### src/rtl/dsm_pipelined_accumulator.sv
// First-order DSM accumulator (A += x mod 2^N, carry = overflow), carry chain split into SEG registered segments.
// Latency SEG enabled edges from x to aligned acc/carry; en=0 freezes the whole pipeline, clr/rst empty it.
module dsm_pipelined_accumulator #(
    parameter int N   = 16,
    parameter int SEG = 4
) (
    input  logic         clk,
    input  logic         rst,
    input  logic         en,
    input  logic         clr,
    input  logic [N-1:0] x,
    output logic [N-1:0] acc,
    output logic         carry,
    output logic         valid
);
    localparam int W  = N / SEG;
    localparam int CW = $clog2(SEG + 1);
    localparam logic [CW-1:0] CNT_MAX = CW'(SEG);

    if ((SEG < 1) || (N % SEG != 0)) begin : g_bad_param
        $error("dsm_pipelined_accumulator: N must be a multiple of SEG");
    end

    // Registered carry-out of every segment; bit k feeds segment k+1 one edge later.
    logic [SEG-1:0] seg_cy;

    for (genvar k = 0; k < SEG; k++) begin : g_seg
        localparam int D = SEG - 1 - k;

        logic [W-1:0] x_in;
        logic         cy_in;
        logic [W-1:0] sum_q, sum_d;
        logic         cy_q, cy_d;

        if (k == 0) begin : g_nodly
            assign x_in  = x[W-1:0];
            assign cy_in = 1'b0;
        end else begin : g_dly
            // Slice k waits k edges so it meets the carry rippling up from below.
            logic [W-1:0] dly_q [k];
            logic [W-1:0] dly_d [k];

            always_comb begin
                for (int j = 0; j < k; j++) begin
                    dly_d[j] = dly_q[j];
                end
                if (clr) begin
                    for (int j = 0; j < k; j++) begin
                        dly_d[j] = '0;
                    end
                end else if (en) begin
                    dly_d[0] = x[k*W +: W];
                    for (int j = 1; j < k; j++) begin
                        dly_d[j] = dly_q[j-1];
                    end
                end
            end

            always_ff @(posedge clk) begin
                if (rst) begin
                    for (int j = 0; j < k; j++) begin
                        dly_q[j] <= '0;
                    end
                end else begin
                    for (int j = 0; j < k; j++) begin
                        dly_q[j] <= dly_d[j];
                    end
                end
            end

            assign x_in  = dly_q[k-1];
            assign cy_in = seg_cy[k-1];
        end

        always_comb begin
            sum_d = sum_q;
            cy_d  = cy_q;
            if (clr) begin
                sum_d = '0;
                cy_d  = 1'b0;
            end else if (en) begin
                {cy_d, sum_d} = {1'b0, sum_q} + {1'b0, x_in} + {{W{1'b0}}, cy_in};
            end
        end

        always_ff @(posedge clk) begin
            if (rst) begin
                sum_q <= '0;
                cy_q  <= 1'b0;
            end else begin
                sum_q <= sum_d;
                cy_q  <= cy_d;
            end
        end

        assign seg_cy[k] = cy_q;

        if (D == 0) begin : g_nodsk
            assign acc[k*W +: W] = sum_q;
        end else begin : g_dsk
            // Lower slices finish early; hold them back until the MSB slice catches up.
            logic [W-1:0] dsk_q [D];
            logic [W-1:0] dsk_d [D];

            always_comb begin
                for (int j = 0; j < D; j++) begin
                    dsk_d[j] = dsk_q[j];
                end
                if (clr) begin
                    for (int j = 0; j < D; j++) begin
                        dsk_d[j] = '0;
                    end
                end else if (en) begin
                    dsk_d[0] = sum_q;
                    for (int j = 1; j < D; j++) begin
                        dsk_d[j] = dsk_q[j-1];
                    end
                end
            end

            always_ff @(posedge clk) begin
                if (rst) begin
                    for (int j = 0; j < D; j++) begin
                        dsk_q[j] <= '0;
                    end
                end else begin
                    for (int j = 0; j < D; j++) begin
                        dsk_q[j] <= dsk_d[j];
                    end
                end
            end

            assign acc[k*W +: W] = dsk_q[D-1];
        end
    end

    assign carry = seg_cy[SEG-1];

    logic [CW-1:0] cnt_q, cnt_d;

    always_comb begin
        cnt_d = cnt_q;
        if (clr) begin
            cnt_d = '0;
        end else if (en && (cnt_q != CNT_MAX)) begin
            cnt_d = cnt_q + CW'(1);
        end
    end

    always_ff @(posedge clk) begin
        if (rst) begin
            cnt_q <= '0;
        end else begin
            cnt_q <= cnt_d;
        end
    end

    assign valid = (cnt_q == CNT_MAX);

endmodule

### config.mk
export PLATFORM = sky130hd
export DESIGN_NAME = dsm_pipelined_accumulator
export DESIGN_NICKNAME = d
export VERILOG_FILES = /design/src/rtl/dsm_pipelined_accumulator.sv
export SDC_FILE = /design/constraint.sdc
export NUM_CORES = 1
export LEC_CHECK = 0
export BUFFER_PORTS_ARGS = -buffer_cell sky130_fd_sc_hd__buf_2
export CORE_AREA = 5 5 96 98
export DETAILED_ROUTE_END_ITERATION = 16
export DIE_AREA = 0 0 101 103
export HOLD_SLACK_MARGIN = 0.03
export SLEW_MARGIN = 15
export SYNTH_ARGS = -nofsm -noshare
export SYNTH_HDL_FRONTEND = slang
export SYNTH_SLANG_ARGS = --single-unit
### constraint.sdc
create_clock -name clk -period 1.72 [get_ports clk]
set_input_delay 0.344 -clock clk [delete_from_list [all_inputs] [get_ports clk]]
set_output_delay 0.344 -clock clk [all_outputs]
set_load 0.05 [all_outputs]
Word level (Yosys, flattened, before mapping)
Memory sizes are Yosys's and may differ from the RTL's.
Cells that the tools add are included.
W data, S select, Z words.

operators by class
  magnitude comparators = 0
  bitwise logic cells = 10
  shifts and indexed selects = 0
  eq/ne operators = 2
  reductions and logical operators = 4
  mux-type cells = 29
  div/mod/pow operators = 0
  add/sub/neg operators = 8
  multiply operators = 0

operators with widths
  cell                   number
  $mux W4                16
  $mux W12               4
  $mux W8                4
  $add A4 B4 Y5          4
  $add A5 B1 Y5          3
  $or A1 B1 Y1           10
  $reduce_or A4 Y1       2
  $mux W1                5
  $add A3 B1 Y3 const B  1
  $eq A3 B3 Y1 const B   1
  $ne A3 B3 Y1 const B   1
  $reduce_or A2 Y1       1
  $logic_and A1 B1 Y1    1

storage, ports and cells
  memories kept = 6
  output and inout bits = 18
  bits of input ports = 20
  register bits = 23
  memory bits (read-only) = 0
  logic and storage cells = 68
  memory bits (writable) = 48
  bits in latches = 0

memories
  name                  depth  width  rd ports  clocked after memory_dff  wr ports  line  RTL
  g_seg[0].g_dsk.dsk_q  3      4      3         0                         3         102   logic [W-1:0] dsk_q [D];
  g_seg[3].g_dly.dly_q  3      4      3         0                         3         40    logic [W-1:0] dly_q [k];
  g_seg[1].g_dsk.dsk_q  2      4      2         0                         2         102
  g_seg[2].g_dly.dly_q  2      4      2         0                         2         40
  g_seg[1].g_dly.dly_q  1      4      1         0                         1         40
  g_seg[2].g_dsk.dsk_q  1      4      1         0                         1         102

Depth between registers and ports, before layout
An unclocked memory read counts as a cell.

  depth in word-level cells = 4
  mapped depth = 6
  mapped depth without buffers = 6

Worst setup path before layout
Ideal clock, no wire load.

  path kind = register to register
  from = register g_seg[3].sum_q[0]
  to = register g_seg[3].sum_q[2]
  arrival time = 1.899 ns
  stages on the path, launching flop included = 7
  required time = 1.604 ns
  setup slack = -0.294 ns
  library setup time = 0.116 ns
  path through = dfxtp_1 > inv_1 > fa_1 > fa_1 > xnor2_1 > mux2i_1 > nor2_1

on the way
  cells in the longest elaborated chain, start to end = 2

ends and longest elaborated chain
  element                 line  RTL
  start, declared         32    logic [W-1:0] sum_q, sum_d;
  start signal, assigned  91    sum_q <= sum_d;
  $add A4 B4 Y5           82    {cy_d, sum_d} = {1'b0, sum_q} + {1'b0, x_in} + {{W{1'b0}}, cy_in};
  $add A5 B1 Y5           82

No other way between the ends.
A chain may end at the register's enable or synchronous reset.

Worst setup path after layout
  from = register cnt_q[0]
  to = output port valid

on the way
  cells in the longest elaborated chain, start to end = 1

ends and longest elaborated chain
  element                 line  RTL
  start, declared         139   logic [CW-1:0] cnt_q, cnt_d;
  start signal, assigned  154   cnt_q <= cnt_d;
  $eq A3 B3 Y1            158   assign valid = (cnt_q == CNT_MAX);
  end, declared           14    output logic valid

No other way between the ends.

==> flow_summary.json <==
{
  "cts_buffer_depth": 2,
  "rsz0062_at_grt": "no",
  "fin_crit_sh": 0.948,
  "clk_latency_ns": 0.35,
  "fmax_mhz": 614,
  "dr.first_iter.drc_count": 44,
  "cts.clk_slew.worst_paths_ns": 0.07,
  "power_leakage_nw": 1.65,
  "num_rows": 34,
  "cp-end-kind": "output port",
  "nets": 391,
  "cts_tree": "done",
  "clockRootBuffer": "clkbuf_8",
  "grt.overflow.total": 0,
  "cp_slowest_cell": "dfxtp_2",
  "path_class": "flop to output port",
  "postRouteAntennaNets": 0,
  "yosysUniqueCellTypes": 31,
  "max_slew.worst_pin.slew_ns": 0.348,
  "ir_drop_uv": 402,
  "dp_hpwl_um": 4050,
  "slew_headroom": 0.768,
  "cts.htree.levels": 3,
  "fin_tns_setup_ns": 0,
  "cellPowerDensity_nw_per_um2": 967,
  "grt_pass1_wl_um": 9540,
  "firstDrtPassIters": 4,
  "antenna_cells": 0,
  "clock_skew_ns": 0.00547,
  "path_max_fanout": 3,
  "syn_avg_cell_area_um2": 10.1,
  "port_buffers": 37,
  "grt_pass1_vias": 2170,
  "post-route-min-period_ns": 1.63,
  "vias": 2187,
  "die-width_um": 101,
  "place.gp.congestion": 0.749,
  "grt_antenna_before_repair": 0,
  "wirelength_um": 5620,
  "hp-class": "primary input to flop",
  "drc": 0,
  "synthFlopType": "dfxtp_1",
  "synth_nets": 357,
  "drive_gt1_frac": 0.206,
  "grt.total_usage": 0.118,
  "worst_path_largest_cell_delay_ns": 0.35,
  "syn_inst": 315,
  "critPathLaunchType": "flop",
  "worstPathRequired_ns": 1.38,
  "yosys_warnings": 0,
  "hold_buffers": 0,
  "io_pins": 38,
  "finalMaxSlewViolations": 0,
  "power_w": 0.00359,
  "cap_violations": 0,
  "core-area_um2": 8380,
  "start_util": 0.381,
  "postSynth.asyncResetShare": 0,
  "arrival_ns": 1.29,
  "die_h_um": 103,
  "vias_per_cell": 4.73,
  "synth_area_um2": 3190,
  "synth_seq_cells": 71,
  "synth_edf_count": 0,
  "grt_max_degree": 26,
  "clock-sinks": 71,
  "finalSetupViolations": 0,
  "post_drt_wl_per_cell_um": 12.2,
  "status": "complete, no violations",
  "synth.yosys.seq_area_share": 0.445,
  "syn_to_final_growth_pct": 16.2,
  "crit_chain": "inv_1 -> ha_1 -> and2_1 -> buf_2",
  "die-area_um2": 10400,
  "finalHoldViolations": 0,
  "cts_inserted_buffers": 9
}
-- synth_stat cells (all sizes together), types with 2 or more instances --
cell    count  area (um^2)
xnor2       5         43.8
o211ai      3         27.5
o21ai       7         35.0
buf        23          158
dfxtp      71         1420
a211oi      5         52.6
or3         3         18.8
ha         15          188
mux2i      56          561
fa          7          140
nand2       3         11.3
a2111o      4         45.0
clkbuf      2         7.51
a31oi       3         18.8
a21oi       7         35.0
nor2       63          236
nand3       5         25.0
a21o        4         30.0
nor2b       3         18.8
and2        2         12.5
inv        18         67.6
-- worst max-delay path: cells and delay by family, from the launching register on --
kind	cells	cell delay, ns
flops	1	0.35
buf+inv	2	0.24
fa+ha+maj	1	0.20
simple gates	1	0.15
-- stage by stage --
step / instances / hold WS, ns / setup slack, ns / util / instance area [um^2]
global placement: 446 / 0.467 / 0.115 / 0.412 / 3450
CTS: 462 / 0.216 / 0.0237 / 0.443 / 3710
floorplan: 315 / 0.460 / 0.0175 / - / 3200
detailed placement: 446 / 0.477 / 0.0895 / 0.412 / 3450
finish: 462 / 0.226 / 0.0901 / 0.443 / 3710
global route: 462 / 0.220 / 0.000686 / 0.443 / 3710
-- placed cells by master (no fill, tap or decap), types with 3 or more instances in the layout --
cell,instances
dfxtp_1,69
nor2_1,63
mux2i_1,56
buf_2,36
inv_1,18
ha_1,15
clkbuf_8,11
buf_4,11
a21oi_1,7
o21ai_0,7
xnor2_1,5
nand3_1,5
fa_1,5
a21o_1,4
a2111o_1,4
a211oi_2,3
or3_1,3
nand2_1,3
nor2b_1,3
a31oi_1,3
bufinv_16,3
-- where the power goes --
part           leakage (nW)  internal [W]  switching [W]
Sequential            0.576       0.00167      0.0000187
Combinational         0.949      0.000111       0.000138
Clock                 0.130       0.00104       0.000609
-- kinds of logic (layout without fill, tap and decap cells) --
logic type	after synthesis	count (layout)	share of synthesized area
and+or+nand+nor	83	83	0.109
muxes	56	56	0.175
buffers and inverters	43	82	0.0729
AOI/OAI and AO/OA	35	35	0.0811
DFF	71	71	0.445
adders and majority gates	22	22	0.103
xor gates and xnor gates	5	5	0.0137
-- timing repair --
action / CTS / global route
setup buffers: 0 / 0
resized for setup: 0 / 2
setup endpoints to repair: 0 / 2
-- per-layer routing --
layer	vias up	wire length, um	GRT usage
met5	-	0	0
met2	39	2730	0.205
met3	9	352	0.0474
met4	0	81	0.0491
met1	1014	2450	0.128
li1	1125	-	-
-- cell type report --
type | count | area, um^2
Sequential cell | 71 | 1430
Fill cell | 820 | 4670
Multi-Input combinational cell | 201 | 1550
Clock buffer | 11 | 151
Clock inverter | 5 | 104
Tap cell | 108 | 135
Timing Repair Buffer | 48 | 283
Inverter | 18 | 67.6
-- sequential cells by signal, summed over array words and instances (netlist names) --
| name | flops |
|---|---|
| cnt_q | 3 |
| g_seg.cy_q | 3 |
| g_seg.sum_q | 16 |
| g_seg.g_dly.dly_q | 24 |
| g_seg.g_dsk.dsk_q | 24 |
| carry | 1 |
-- final timing paths --
path                                   start                    endpoint  slack (ns)  cells after the start
setup / recovery                    cnt_q[0]                       valid        0.09                      4
hold / removal                         x[15]  g_seg[3].g_dly.dly_q[0][3]        0.23                      3
setup reg to reg           g_seg[3].sum_q[0]                       carry        0.12                      6
hold reg to reg   g_seg[1].g_dsk.dsk_q[0][4]  g_seg[1].g_dsk.dsk_q[0][4]        0.49                      2
No activity file was read; power rests on OpenSTA's default activity.
